==> src/rtl/freq_monitor.sv <==
// freq_monitor
// Clock-health monitor for the freq_gauge output. A free-running counter
// produces one sample tick every SamplePeriod clocks. Each tick checks the
// measured frequency against a fixed window [lo, hi]. Hysteresis counters
// qualify lock and loss-of-lock. Status, the last sample, min/max history
// and a loss counter are exposed over a small Avalon-MM slave.
//
// Ports
//   clk           in   1  only clock
//   reset         in   1  synchronous, active-high; clears all state
//   freq_hz       in  32  measured frequency in Hz (freq_gauge readdata)
//   mm_address    in   3  register word address
//   mm_read       in   1  read strobe, data returned one cycle later
//   mm_write      in   1  write strobe, takes effect at the same edge
//   mm_writedata  in  32  write data
//   mm_readdata   out 32  read data, held until the next read
//   locked        out  1  high while in the LOCKED state
//   alarm         out  1  sticky loss-of-lock flag
//
// Register map (word addresses)
//   0 status  R: [1:0] state, [2] alarm   W: bit0 clear alarm, bit1 clear stats
//   1 last sample   2 min   3 max   4 loss count   5..7 read as zero
module freq_monitor #(
    parameter logic [31:0] ExpectedFreq = 32'd106250000,
    parameter logic [31:0] Tolerance    = 32'd21250,
    parameter int unsigned SamplePeriod = 1000000,
    parameter int unsigned LockCount    = 4,
    parameter int unsigned UnlockCount  = 2
) (
    input  logic        clk,
    input  logic        reset,
    input  logic [31:0] freq_hz,
    input  logic [2:0]  mm_address,
    input  logic        mm_read,
    input  logic        mm_write,
    input  logic [31:0] mm_writedata,
    output logic [31:0] mm_readdata,
    output logic        locked,
    output logic        alarm
);

    localparam int unsigned   CntW     = (SamplePeriod > 1) ? $clog2(SamplePeriod) : 1;
    localparam logic [CntW-1:0] TickLast = CntW'(SamplePeriod - 1);

    // Window bounds, fixed at elaboration: lo clamps at 0, hi saturates.
    localparam logic [32:0] HiSum = {1'b0, ExpectedFreq} + {1'b0, Tolerance};
    localparam logic [31:0] WinHi = HiSum[32] ? 32'hFFFF_FFFF : HiSum[31:0];
    localparam logic [31:0] WinLo = (Tolerance > ExpectedFreq) ? 32'd0
                                                               : (ExpectedFreq - Tolerance);

    typedef enum logic [1:0] {
        S_ACQUIRE = 2'd0,
        S_LOCKED  = 2'd1,
        S_LOST    = 2'd2
    } state_t;

    function automatic logic [31:0] sat_inc32(input logic [31:0] v);
        return (v == 32'hFFFF_FFFF) ? v : (v + 32'd1);
    endfunction

    logic [CntW-1:0] r_tick_cnt;
    state_t          r_state;
    logic [31:0]     r_run;
    logic [31:0]     r_last;
    logic [31:0]     r_min;
    logic [31:0]     r_max;
    logic [31:0]     r_loss_cnt;
    logic            r_alarm;
    logic [31:0]     r_rdata;

    state_t          w_state_nxt;
    logic [31:0]     w_run_nxt;
    logic            w_loss_evt;
    logic            w_tick;
    logic            w_in_range;
    logic            w_wr_ctl;
    logic            w_clr_alarm;
    logic            w_clr_stats;
    logic [31:0]     w_rd_mux;
    logic            w_unused_wdata;

    assign w_tick      = (r_tick_cnt == TickLast);
    // A zero sample means the gauge has no clock to measure, even if lo is 0.
    assign w_in_range  = (freq_hz != 32'd0) && (freq_hz >= WinLo) && (freq_hz <= WinHi);
    assign w_wr_ctl    = mm_write && (mm_address == 3'd0);
    assign w_clr_alarm = w_wr_ctl && mm_writedata[0];
    assign w_clr_stats = w_wr_ctl && mm_writedata[1];

    assign w_unused_wdata = &{1'b0, mm_writedata[31:2]};

    assign locked      = (r_state == S_LOCKED);
    assign alarm       = r_alarm;
    assign mm_readdata = r_rdata;

    // ---- sample tick ----
    always_ff @(posedge clk) begin
        if (reset || w_tick) begin
            r_tick_cnt <= '0;
        end else begin
            r_tick_cnt <= r_tick_cnt + CntW'(1);
        end
    end

    // ---- lock FSM: state register ----
    always_ff @(posedge clk) begin
        if (reset) begin
            r_state <= S_ACQUIRE;
            r_run   <= 32'd0;
        end else begin
            r_state <= w_state_nxt;
            r_run   <= w_run_nxt;
        end
    end

    // ---- lock FSM: next state ----
    // run counts consecutive samples that argue for leaving the current
    // state; it restarts from 0 on every state change.
    always_comb begin
        w_state_nxt = r_state;
        w_run_nxt   = r_run;
        w_loss_evt  = 1'b0;
        if (w_tick) begin
            case (r_state)
                S_ACQUIRE, S_LOST: begin
                    if (w_in_range) begin
                        if (r_run + 32'd1 == LockCount) begin
                            w_state_nxt = S_LOCKED;
                            w_run_nxt   = 32'd0;
                        end else begin
                            w_run_nxt = r_run + 32'd1;
                        end
                    end else begin
                        w_run_nxt = 32'd0;
                    end
                end
                S_LOCKED: begin
                    if (!w_in_range) begin
                        if (r_run + 32'd1 == UnlockCount) begin
                            w_state_nxt = S_LOST;
                            w_run_nxt   = 32'd0;
                            w_loss_evt  = 1'b1;
                        end else begin
                            w_run_nxt = r_run + 32'd1;
                        end
                    end else begin
                        w_run_nxt = 32'd0;
                    end
                end
                default: begin
                    w_state_nxt = S_ACQUIRE;
                    w_run_nxt   = 32'd0;
                end
            endcase
        end
    end

    // ---- history, alarm and loss counter ----
    // Same-edge conflicts: a loss event beats an alarm clear, and a stats
    // clear on a tick edge seeds min/max with the new sample.
    always_ff @(posedge clk) begin
        if (reset) begin
            r_last     <= 32'd0;
            r_min      <= 32'hFFFF_FFFF;
            r_max      <= 32'd0;
            r_loss_cnt <= 32'd0;
            r_alarm    <= 1'b0;
        end else begin
            if (w_tick) begin
                r_last <= freq_hz;
            end

            if (w_tick && w_clr_stats) begin
                r_min <= freq_hz;
                r_max <= freq_hz;
            end else if (w_clr_stats) begin
                r_min <= 32'hFFFF_FFFF;
                r_max <= 32'd0;
            end else if (w_tick) begin
                if (freq_hz < r_min) r_min <= freq_hz;
                if (freq_hz > r_max) r_max <= freq_hz;
            end

            if (w_loss_evt) begin
                r_loss_cnt <= w_clr_stats ? 32'd1 : sat_inc32(r_loss_cnt);
            end else if (w_clr_stats) begin
                r_loss_cnt <= 32'd0;
            end

            if (w_loss_evt) begin
                r_alarm <= 1'b1;
            end else if (w_clr_alarm) begin
                r_alarm <= 1'b0;
            end
        end
    end

    // ---- register read ----
    always_comb begin
        w_rd_mux = 32'd0;
        case (mm_address)
            3'd0:    w_rd_mux = {29'd0, r_alarm, r_state};
            3'd1:    w_rd_mux = r_last;
            3'd2:    w_rd_mux = r_min;
            3'd3:    w_rd_mux = r_max;
            3'd4:    w_rd_mux = r_loss_cnt;
            default: w_rd_mux = 32'd0;
        endcase
    end

    // Captures pre-edge values, so a read paired with a write sees old data.
    always_ff @(posedge clk) begin
        if (reset) begin
            r_rdata <= 32'd0;
        end else if (mm_read) begin
            r_rdata <= w_rd_mux;
        end
    end

endmodule

==> config.mk <==
export PLATFORM = sky130hd
export DESIGN_NAME = freq_monitor
export DESIGN_NICKNAME = d
export VERILOG_FILES = /design/src/rtl/freq_monitor.sv
export SDC_FILE = /design/constraint.sdc
export NUM_CORES = 1
export LEC_CHECK = 0
export ABC_AREA = 1
export CORE_ASPECT_RATIO = 0.7
export CORE_MARGIN = 2
export CORE_UTILIZATION = 60
export CTS_CLUSTER_DIAMETER = 50
export CTS_CLUSTER_SIZE = 30
export DETAILED_ROUTE_END_ITERATION = 8
export PLACE_DENSITY = 0.79
export SLEW_MARGIN = 10
export SYNTH_ARGS = -nofsm -noshare
export SYNTH_HDL_FRONTEND = slang
export SYNTH_SLANG_ARGS = --single-unit
==> constraint.sdc <==
create_clock -name clk -period 2.7 [get_ports clk]
set_input_delay 0.675 -clock clk [delete_from_list [all_inputs] [get_ports clk]]
set_output_delay 0.675 -clock clk [all_outputs]
set_load 0.03 [all_outputs]
---- After elaboration in Yosys (flattened, before gate mapping) ----
Index checks and enable logic that the tools add are counted.
word-level totals
  register bits ........................... 215
  bits of input ports ..................... 71
  output and inout bits ................... 34
cells by class
  $lt $le $gt $ge ......................... 4
  equal/unequal tests ..................... 15
  reductions and logical operators ........ 20
  $add $sub $neg .......................... 3
  multiplexer cells ....................... 29
operators with widths
  kind                                                                                count
  32-bit 2-to-1 mux                                                                   16
  32-bit case mux with 5 select lines                                                 1
  32-bit by 1-bit adder with 32-bit output, second input constant                     2
  32-bit case mux with 2 select lines                                                 1
  32-bit by 2-bit == test with 1-bit output, second input constant                    1
  32-bit by 3-bit == test with 1-bit output, second input constant                    1
  32-bit == test, second input constant                                               1
  32-bit by 27-bit >= comparator with 1-bit output, second input constant             1
  32-bit > comparator                                                                 1
  32-bit by 27-bit less-or-equal comparator with 1-bit output, second input constant  1
  32-bit < comparator                                                                 1
  32-bit nonzero test                                                                 1
  20-bit by 1-bit adder with 20-bit output, second input constant                     1
  20-bit == test, second input constant                                               1
  3-bit nonzero test                                                                  3
  2-bit 2-to-1 mux                                                                    4
  2-bit inequality test, second input constant                                        4
  3-bit by 2-bit == test with 1-bit output, second input constant                     2
  1-bit logical AND                                                                   6
  1-bit 2-to-1 mux                                                                    6
  2-bit AND reduction                                                                 3
  5-bit AND reduction                                                                 1
  2-bit case mux with 2 select lines                                                  1
  2-bit nonzero test                                                                  2
  9 further kinds                                                                     9

---- Depth between registers and ports, before layout ----
  word-level depth ........................ 8
  mapped depth ............................ 18

---- Worst setup path before layout ----
Ideal clock, no wire load.
  path kind ............................... input -> register
  start point ............................. input freq_hz[31]
  end point ............................... register r_max[10]
  library setup time ...................... 59 ps
  required time ........................... 2641 ps
  path slack .............................. 305 ps
  arrival ................................. 2336 ps
  stages .................................. 14
  cell sequence ........................... ha_1 nand2_1 inv_1 nand3_1 nor4_1 inv_1 nor4_1 nand2_1 nand2_1 nand2_1 nand2_1 clkbuf_1 nand2_1 nand2_1
between the ends
  longest elaborated chain between the ends .. 3
RTL lines
  element                               RTL line  RTL
  from (decl)                           32        input logic [31:0] freq_hz,
  32-bit > comparator                   180       if (freq_hz > r_max) r_max <= freq_hz;
  3-bit nonzero test (no source line)   -
  2-bit AND reduction (no source line)  -
  to (signal assigned)                  174       r_max <= freq_hz;
  to (signal assigned)                  180
  to (decl)                             66        logic [31:0] r_max;
Every way passes these cells.
A chain may end at the register's enable or synchronous reset.

---- Worst setup path in the final report ----
  start point ............................. register r_run[0]
  end point ............................... register r_loss_cnt[18]
between the ends
  longest elaborated chain between the ends .. 8
  elaborated cells on any way between the ends .. 9
  classes of those cells .................. 1 x add/sub; 1 x eq/ne; 5 x mux; 2 x reduce/logical
RTL lines
  element                                        RTL line  RTL
  from (decl)                                    63        logic [31:0] r_run;
  from (signal assigned)                         111       r_run <= w_run_nxt;
  32-bit by 1-bit adder with 32-bit output (*)   138       if (r_run + 32'd1 == UnlockCount) begin
  32-bit by 2-bit == test with 1-bit output (*)  138
  1-bit 2-to-1 mux (*)                           138
  1-bit 2-to-1 mux (*)                           137       if (!w_in_range) begin
  1-bit 2-to-1 mux (*)                           123       case (r_state)
  1-bit 2-to-1 mux (*)                           122       if (w_tick) begin
  2-bit nonzero test (no source line)            -
  2-bit AND reduction (no source line)           -
  to (signal assigned)                           184       r_loss_cnt <= w_clr_stats ? 32'd1 : sat_inc32(r_loss_cnt);
  to (decl)                                      67        logic [31:0] r_loss_cnt;
Mark *: on every way between the ends. The rest lies on a longest branch, timed or not.

==> flow_metrics.py <==
metrics = {
    "timing": {
        "timing.hold.ws_ns": 0.440,
        "slew_viol_final": 0,
        "fin_crit_ns": 2.66,
        "worstMarginPinSlew_ns": 0.639,
        "clock-skew-final_ns": 0.0151,
        "slew_headroom_pct": 57.0,
        "timing.final.crit_share_pct": 98.5,
        "timing_hold_violations_final": 0,
        "fmax_ghz": 0.376,
        "setup_viol": 0,
    },
    "synthesis": {
        "synth_seq_cells": 215,
        "synth_area_leader_cell": "dfxtp_1",
        "yosysSeqAreaShare_pct": 31.6,
        "syn-num-nets": 2250,
        "synth_edf_count": 0,
        "netlist_area_mm2": 0.0136,
        "yosysWarnings": 0,
        "synthTopCellsByArea": "dfxtp_1 32%, nand2_1 14%, nand3_1 8.2%",
        "synthFlopType": "dfxtp_1",
        "syn_avg_cell_area_um2": 6.45,
        "netlist.area_leader.share_pct": 31.6,
        "ys_types": 47,
        "syn_inst": 2111,
        "postSynth.asyncResetShare_pct": 0,
    },
    "global_route": {
        "grt_max_degree": 100,
        "antenna_found_initial": 0,
        "grt_pass1_vias": 13710,
        "grt.overflow.total": 0,
        "grt_pass1_wl_um": 73500,
        "track_usage_pct": 38.9,
    },
    "die": {
        "die_y_um": 130,
        "die_area_mm2": 0.0239,
        "core_mm2": 0.0224,
        "ioPinCount": 105,
        "dieWidth_um": 184,
        "rows": 46,
        "start_util_pct": 60.6,
    },
    "power_and_ir_drop": {
        "pwr_density_cell_mw_per_mm2": 427,
        "vdd_drop_max_mv": 0.660,
        "p_leak_nw": 6.86,
    },
    "placed_design": {
        "port_buffers": 74,
        "dp_cells": 2518,
        "dp_hpwl_um": 33400,
        "gp_congestion": 1.04,
    },
    "route": {
        "first_pass_iters": 8,
        "first_iter_violations": 2030,
        "routed_wl_um": 48800,
        "ant_nets": 0,
        "post_drt_wl_per_cell_um": 19.0,
        "vias": 15453,
        "vias_per_cell": 6.03,
        "drc_errors": 0,
    },
    "cts": {
        "clk_path_buf_depth": 3,
        "cts.htree.levels": 1,
        "clock-sinks": 215,
        "holdBufCountCts": 0,
        "cts_tree": "yes",
        "clk_pin_slew_worst_paths_ns": 0.09,
        "root_buffer": "clkbuf_16",
        "clk_latency_ns": 0.53,
        "numCtsBuffers": 20,
    },
    "critical_path": {
        "end_kind": "register",
        "reg2reg_depth": 16,
        "cp_max_fo": 9,
        "start_kind": "register",
        "crit_type": "register to register",
        "arrival_ns": 3.11,
        "critical_path_required_ns": 3.15,
    },
    "layout": {
        "antenna_cells": 0,
        "layout-drive-gt1-share_pct": 13.1,
        "fin_cells": 2564,
        "fin_nets": 2401,
        "area_growth_pct": 23.2,
        "final_util_pct": 74.7,
    },
    "run_status": {
        "outcome": "finished clean",
    },
    "run": {
        "drv_cap": 0,
    },
    "min_path": {
        "hold_depth": 1,
        "holdCritPathClass": "register to register",
    },
}
-- registers in the layout, indices dropped and copies added, names as in the netlist --
signal,cells
alarm,1
mm_readdata,32
r_run,32
r_loss_cnt,32
r_min,32
r_max,32
r_state,2
r_last,32
r_tick_cnt,20
-- worst max-delay path, stage by stage (launching register included) --
cell and delay [ns]:
dfxtp_2 0.36, buf_4 0.16, clkinvlp_4 0.14, nor2_4 0.16, nand2_2 0.13, nor2_4 0.16
nand3_1 0.09, nand2_1 0.07, nand2_1 0.10, nor2_1 0.10, nand2_1 0.10, nor2_4 0.18
nand3_1 0.16, nor2_2 0.15, buf_4 0.20, nand4_1 0.14, a21oi_1 0.18
-- cell usage after synthesis (all sizes together), types with 2 or more instances --
cell and number:
a211oi 6, a21o 4, a21oi 135, a31oi 2, buf 22, clkbuf 81
clkinv 3, dfxtp 215, ha 68, inv 258, nand2 496, nand3 226
nand3b 6, nand4 52, nor2 201, nor3 111, nor3b 3, nor4 19
o211ai 2, o21a 4, o21ai 72, o21bai 32, o221ai 5, o22ai 58
xor2 23
-- power by group --
part           internal, W  switching (W)  leakage, nW
Combinational     0.000283       0.000439         4.76
Clock              0.00159        0.00164        0.363
Sequential         0.00319      0.0000160         1.74
-- cell families after synthesis --
kind of cell / count (synthesis) / synth area share [%]
AOI/OAI and AO/OA: 321 / 13.4
xor gates and xnor gates: 24 / 1.54
adders and majority gates: 68 / 6.25
buffers and inverters: 364 / 10.4
DFF: 215 / 31.6
and+or+nand+nor: 1119 / 36.7
-- worst paths after layout --
kind / slack (ns) / end / from
max: 0.04 / r_loss_cnt[18] / r_run[0]
min: 0.44 / r_tick_cnt[0] / r_tick_cnt[0]
max reg2reg: 0.04 / r_loss_cnt[18] / r_run[0]
min reg2reg: 0.44 / r_tick_cnt[0] / r_tick_cnt[0]
-- per-layer routing --
| metal | up-vias | global-route usage (%) | part of all wire [%] |
|---|---|---|---|
| met5 | - | 0 | 0 |
| met4 | 0 | 11.0 | 2.6 |
| met2 | 939 | 59.0 | 42 |
| li1 | 7317 | - | - |
| met3 | 120 | 8.65 | 13 |
| met1 | 7077 | 55.6 | 42 |
-- cells in the final DEF (no fill, tap or decap), drive strengths merged, types with 4 or more instances in the layout --
cell             n
a211oi           6
a21o             4
a21oi          135
buf            157
clkbuf          27
clkdlybuf4s50   53
clkinv           8
dfxtp          215
dlygate4sd2      5
dlymetal6s2s    11
ha              68
inv            267
nand2          496
nand3          226
nand3b           6
nand4           52
nor2           201
nor3           111
nor4            19
o21a             4
o21ai           72
o21bai          32
o221ai           5
o22ai           58
xor2            23
-- cell type report --
class	instances	area, um^2
multi-input cells	1532	8160
fillers	1829	5680
flip-flops and latches	215	4320
repair buffers	232	2190
inverters	261	985
clock buffers	21	526
well taps	288	360
clock inverters	15	234
-- what timing repair did --
action,in CTS,in global routing
pin swaps,1,13
gates resized for setup,20,98
gates cloned,1,4
buffers inserted,0,5
setup endpoints to repair,102,112
-- through the flow --
stage | total power (W) | setup TNS, ns | setup slack (ns) | cell area, um^2
6_report | 0.00717 | 0 | 0.0414 | 16800
4_1_cts | 0.00712 | 0 | 0.0205 | 16400
3_3_place_gp | 0.00392 | -66.82 | -0.588 | 15500
3_5_place_dp | 0.00394 | -72.20 | -0.621 | 15500
2_1_floorplan | 0.00359 | 0 | 0.305 | 13600
5_1_grt | 0.00735 | -0.985 | -0.0488 | 16800
Power figures use the tool's default switching activity.
